<file path="src/rtl/vfirst_m.sv">
// vfirst.m mask-to-index reduction: lowest active set mask bit across beats, or -1.
// Optional VFIRST_CPOP_EN adds vcpop.m (in_op=1) using a per-op popcount accumulator.
module vfirst_m #(
  parameter int unsigned REQ_DATA_WIDTH  = 64,
  parameter int unsigned RESP_DATA_WIDTH = 64,
  parameter int unsigned REQ_ADDR_WIDTH  = 5,
  parameter int unsigned IDX_WIDTH       = 12
) (
  input  logic                       clk,
  input  logic                       rst,
  input  logic                       in_valid,
  input  logic [REQ_DATA_WIDTH-1:0]  in_vec,
  input  logic [IDX_WIDTH-1:0]       in_start_idx,
  input  logic [IDX_WIDTH:0]         in_vl,
  input  logic                       in_last,
  input  logic                       in_op,
  input  logic [REQ_ADDR_WIDTH-1:0]  in_addr,
  output logic [REQ_ADDR_WIDTH-1:0]  out_addr,
  output logic [RESP_DATA_WIDTH-1:0] out_vec,
  output logic                       out_valid
);

  localparam int unsigned POS_W = $clog2(REQ_DATA_WIDTH);
  localparam int unsigned CNT_W = IDX_WIDTH + 1;

  typedef enum logic {ACC_IDLE, ACC_FOUND} acc_state_t;

  logic [REQ_DATA_WIDTH-1:0] act;
  logic [REQ_DATA_WIDTH-1:0] hits;
  logic [POS_W-1:0]          hit_pos;

  // Element k is active when start+k < vl, compared one bit wider than the index.
  always_comb begin
    act     = '0;
    hit_pos = '0;
    for (int unsigned k = 0; k < REQ_DATA_WIDTH; k++)
      act[k] = ({1'b0, in_start_idx} + CNT_W'(k)) < in_vl;
    hits = in_vec & act;
    for (int unsigned k = REQ_DATA_WIDTH; k > 0; k--)
      if (hits[k-1]) hit_pos = POS_W'(k-1);
  end

  logic                      a_valid;
  logic                      a_hit;
  logic [POS_W-1:0]          a_pos;
  logic [IDX_WIDTH-1:0]      a_start;
  logic                      a_last;
  logic [REQ_ADDR_WIDTH-1:0] a_addr;

  always_ff @(posedge clk) begin
    if (rst) a_valid <= 1'b0;
    else     a_valid <= in_valid;
    a_hit   <= |hits;
    a_pos   <= hit_pos;
    a_start <= in_start_idx;
    a_last  <= in_last;
    a_addr  <= in_addr;
  end

`ifdef VFIRST_CPOP_EN
  logic [POS_W:0] hit_cnt;
  logic [POS_W:0] a_cnt;
  logic           a_op;
  logic [CNT_W-1:0] cnt_acc;
  logic [CNT_W-1:0] cnt_sum;

  always_comb begin
    hit_cnt = '0;
    for (int unsigned k = 0; k < REQ_DATA_WIDTH; k++)
      hit_cnt = hit_cnt + (POS_W+1)'(hits[k]);
  end

  always_ff @(posedge clk) begin
    a_cnt <= hit_cnt;
    a_op  <= in_op;
  end

  assign cnt_sum = cnt_acc + CNT_W'(a_cnt);
`else
  logic unused_op;
  assign unused_op = in_op;
`endif

  acc_state_t           acc_state;
  logic [IDX_WIDTH-1:0] found_idx;
  logic                 m_found;
  logic [IDX_WIDTH-1:0] m_idx;

  // Merge the accumulator with the beat in stage A so the last beat's own hit counts.
  always_comb begin
    m_found = (acc_state == ACC_FOUND) || a_hit;
    m_idx   = (acc_state == ACC_FOUND) ? found_idx : (a_start + IDX_WIDTH'(a_pos));
  end

  always_ff @(posedge clk) begin
    if (rst) begin
      acc_state <= ACC_IDLE;
      found_idx <= '0;
      out_valid <= 1'b0;
      out_vec   <= '0;
      out_addr  <= '0;
`ifdef VFIRST_CPOP_EN
      cnt_acc   <= '0;
`endif
    end else begin
      out_valid <= 1'b0;
      if (a_valid) begin
        if (a_last) begin
          out_valid <= 1'b1;
          out_addr  <= a_addr;
          out_vec   <= m_found ? RESP_DATA_WIDTH'(m_idx) : '1;
          acc_state <= ACC_IDLE;
`ifdef VFIRST_CPOP_EN
          if (a_op) out_vec <= RESP_DATA_WIDTH'(cnt_sum);
          cnt_acc <= '0;
`endif
        end else begin
          if (m_found) begin
            acc_state <= ACC_FOUND;
            found_idx <= m_idx;
          end
`ifdef VFIRST_CPOP_EN
          cnt_acc <= cnt_sum;
`endif
        end
      end
    end
  end

endmodule

</file>
<file path="config.mk">
export PLATFORM = sky130hd
export DESIGN_NAME = vfirst_m
export DESIGN_NICKNAME = d
export VERILOG_FILES = /design/src/rtl/vfirst_m.sv
export SDC_FILE = /design/constraint.sdc
export NUM_CORES = 1
export LEC_CHECK = 0
export CELL_PAD_IN_SITES_DETAIL_PLACEMENT = 0
export CELL_PAD_IN_SITES_GLOBAL_PLACEMENT = 1
export CORE_MARGIN = 10
export CORE_UTILIZATION = 50
export DETAILED_ROUTE_END_ITERATION = 10
export PLACE_DENSITY = 0.87
export SLEW_MARGIN = 20
export SYNTH_ARGS = -nofsm -noshare
export SYNTH_HDL_FRONTEND = slang
export SYNTH_SLANG_ARGS = --single-unit
</file>
<file path="constraint.sdc">
create_clock -name clk -period 8.5 [get_ports clk]
set_input_delay 0.85 -clock clk [delete_from_list [all_inputs] [get_ports clk]]
set_output_delay 0.85 -clock clk [all_outputs]
set_load 0.005 [all_outputs]
</file>
==> flow_metrics.py <==
metrics = {
    "final_layout": {
        "final_cell_mix": "ha_1 (598), nor2_1 (325), nand2_1 (230)",
        "drive_gt1_share_pct": 5.20,
        "layout.nets": 3906,
        "area_delta_synth_final_pct": 11.1,
        "post-route-util_pct": 56.0,
        "stdcell_area_mm2": 0.0260,
        "final_common_cell": "ha_1",
    },
    "route": {
        "dr_total_vias": 25000,
        "drcViolationCount": 0,
        "antenna_left": 0,
        "wl_um": 106000,
        "dr.pass1.iters": 5,
        "wl_per_cell_um": 27.7,
        "drt_iter0_drc": 2516,
        "via_per_inst": 6.55,
    },
    "sta": {
        "skew_ns": 0.00565,
        "min_period_ns": 6.46,
        "slew_headroom_pct": 14.6,
        "finalCritPeriodShare_pct": 76.0,
        "whs_ns": 0.440,
        "fmax_mhz": 155,
        "rsz0062_at_grt": "false",
        "final-hold-violation-count": 0,
        "slew_violations": 0,
        "setup_viol": 0,
        "tightest_slew_ns": 1.28,
        "tns_ns": 0,
    },
    "logic_synthesis": {
        "yosys_warnings": 0,
        "syn-num-nets": 3815,
        "synthArstFlopShare_pct": 0,
        "synth_area_leaders": "ha_1 (32%), xnor2_1 (8.5%), xor2_1 (7.8%), nor2_1 (5.2%), dfxtp_1 (5.0%)",
        "yosys_register_bits": 58,
        "synth_seq_area_share_pct": 4.97,
        "syn_area_per_cell_um2": 7.50,
        "synth-edff-count": 0,
        "synth_cell_types": 99,
        "ys.flop_type": "dfxtp_1",
        "synth_top_cell_by_area": "ha_1",
        "netlist_area_mm2": 0.0234,
        "yosysTopAreaCellShare_pct": 32.1,
        "synthCells": 3116,
    },
    "clocking": {
        "cts_resized": 0,
        "clock_path_buffers": 2,
        "worstSkewPairLatency_ns": 0.33,
        "numCtsBuffers": 9,
        "post_cts_buffers": 0,
        "htree_levels": 3,
        "clock-sinks": 58,
        "cts-root-buf": "clkbuf_16",
        "cts_hold_buf": 0,
        "cts_tree": "yes",
        "cts.clk_slew.worst_paths_ns": 0.05,
    },
    "global_routing": {
        "grt_pass1_wl_um": 155000,
        "grt_usage_pct": 35.9,
        "grt_max_degree": 65,
        "antenna_found_initial": 4,
        "first_global_vias": 24500,
        "grt_overflow_total": 0,
    },
    "pwr": {
        "vdd_drop_max_uv": 126,
        "power.density_mw_per_mm2": 87.0,
        "cellLeakagePower_nw": 12.0,
    },
    "worst_setup_path": {
        "slowest_delay_ns": 0.79,
        "crit_buf_inv": 2,
        "cp_data_required_time_ns": 8.66,
        "r2r_cells": 12,
        "endpoint_kind": "flip-flop",
        "critPathSlowestCell": "nor2_1",
        "crit_cells": 18,
        "cp_max_fo": 25,
        "crit_chain": "clkdlybuf4s50_1 > buf_4 > ha_1 > and2_1 > nor2_1 > o21ai_0 > nand2_1 > xnor2_1 > ha_1 > a21o_1 > a2111oi_0 > and3_1 > a221oi_2 > nand2_1 > nor4_1 > o211ai_1 > a31oi_1 > o22ai_1",
        "arrival_ns": 6.63,
        "cp-start-kind": "input pin",
        "cpLargestDelayFamily": "simple AND/OR/NAND/NOR gates",
        "path_class": "input pin to flip-flop",
    },
    "placed_design": {
        "gp_routability_congestion": 1.09,
        "port_buffers": 167,
        "place_area_mm2": 0.0257,
        "dp_hpwl_um": 77500,
    },
    "run_status": {
        "outcome": "completed",
    },
    "run": {
        "cap_violations": 0,
    },
    "floorplanning": {
        "pin_count": 169,
        "die-width_um": 236,
        "rows": 79,
        "start_util_pct": 50.4,
        "die_height_um": 236,
        "die-area_mm2": 0.0558,
        "core_mm2": 0.0464,
    },
    "worst_hold_path": {
        "min_path_cells": 2,
        "worstHoldPathType": "flip-flop to flip-flop",
    },
}
==> cell usage after synthesis, drive strengths merged (43+ instances only) <==
cell and count:
clkbuf 76, o21ai 178, nor2 325, nand2b 48
inv 147, buf 99, dfxtp 58, a31oi 54
a21o 65, nand3 79, o21a 43, nand2 232
xnor2 227, ha 599, a21oi 213, xor2 209
==> through the flow <==
step	total power [mW]	cells	setup slack [ns]
finish	2.26	3820	2.04
global route	2.41	3819	2.01
CTS	2.21	3819	2.26
detailed placement	1.87	3803	1.97
global placement	1.83	3803	1.98
floorplan	1.33	3116	3.40
==> state kept, by name (all words and copies together) (netlist names) <==
| name | count |
|---|---|
| a_addr | 5 |
| a_last | 1 |
| found_idx | 12 |
| acc_state | 1 |
| a_start | 12 |
| out_valid | 1 |
| out_vec | 13 |
| a_valid | 1 |
| out_addr | 5 |
| a_hit | 1 |
| a_pos | 6 |
==> report_power, final <==
group | internal [mW] | switching, mW
sequential | 0.286 | 0.00854
clock | 0.204 | 0.127
combinational | 0.619 | 1.01
==> routing by layer <==
metal	GRT usage [%]	wire length [um]
met4	21.4	7090
met5	0	26
met3	7.46	10700
met1	44.2	42500
met2	56.8	45300
==> cell type report <==
cell class / count / area [um^2]
Fill cell: 4473 / 20400
Antenna cell: 1 / 2.50
Multi-Input combinational cell: 2734 / 20800
Clock inverter: 6 / 41.3
Clock buffer: 10 / 239
Sequential cell: 58 / 1160
Timing Repair Buffer: 255 / 2370
Inverter: 149 / 559
Tap cell: 607 / 759
==> worst register-to-register path, stage by stage, from the launching register on <==
cell and delay, ns:
dfxtp_1 0.32, ha_1 0.16, inv_1 0.05, fa_1 0.37, nor2b_1 0.16, o21ai_0 0.13
a21boi_0 0.25, o21ai_0 0.16, a21oi_1 0.30, nand4_1 0.15, xor2_1 0.15, o21ai_0 0.24
o221a_2 0.23
==> kinds of logic after synthesis <==
family,after synthesis,share of synthesized area [%]
XOR/XNOR,436,16.3
adder cells (fa/ha/maj),600,32.2
AO/OA/AOI/OAI,758,21.0
buffers and inverters,324,6.03
flip-flops,58,4.97
AND/OR/NAND/NOR,930,19.1
multiplexers,10,0.428
==> path summary, 6_finish.rpt <==
check | to | slack [ns] | start
setup / recovery | a_pos[1] | 2.04 | in_start_idx[4]
hold / removal | out_addr[1] | 0.44 | a_addr[1]
setup reg to reg | out_vec[10] | 5.77 | a_pos[0]
hold reg to reg | out_addr[1] | 0.44 | a_addr[1]
Note: power is estimated with default switching activity, not from simulation.
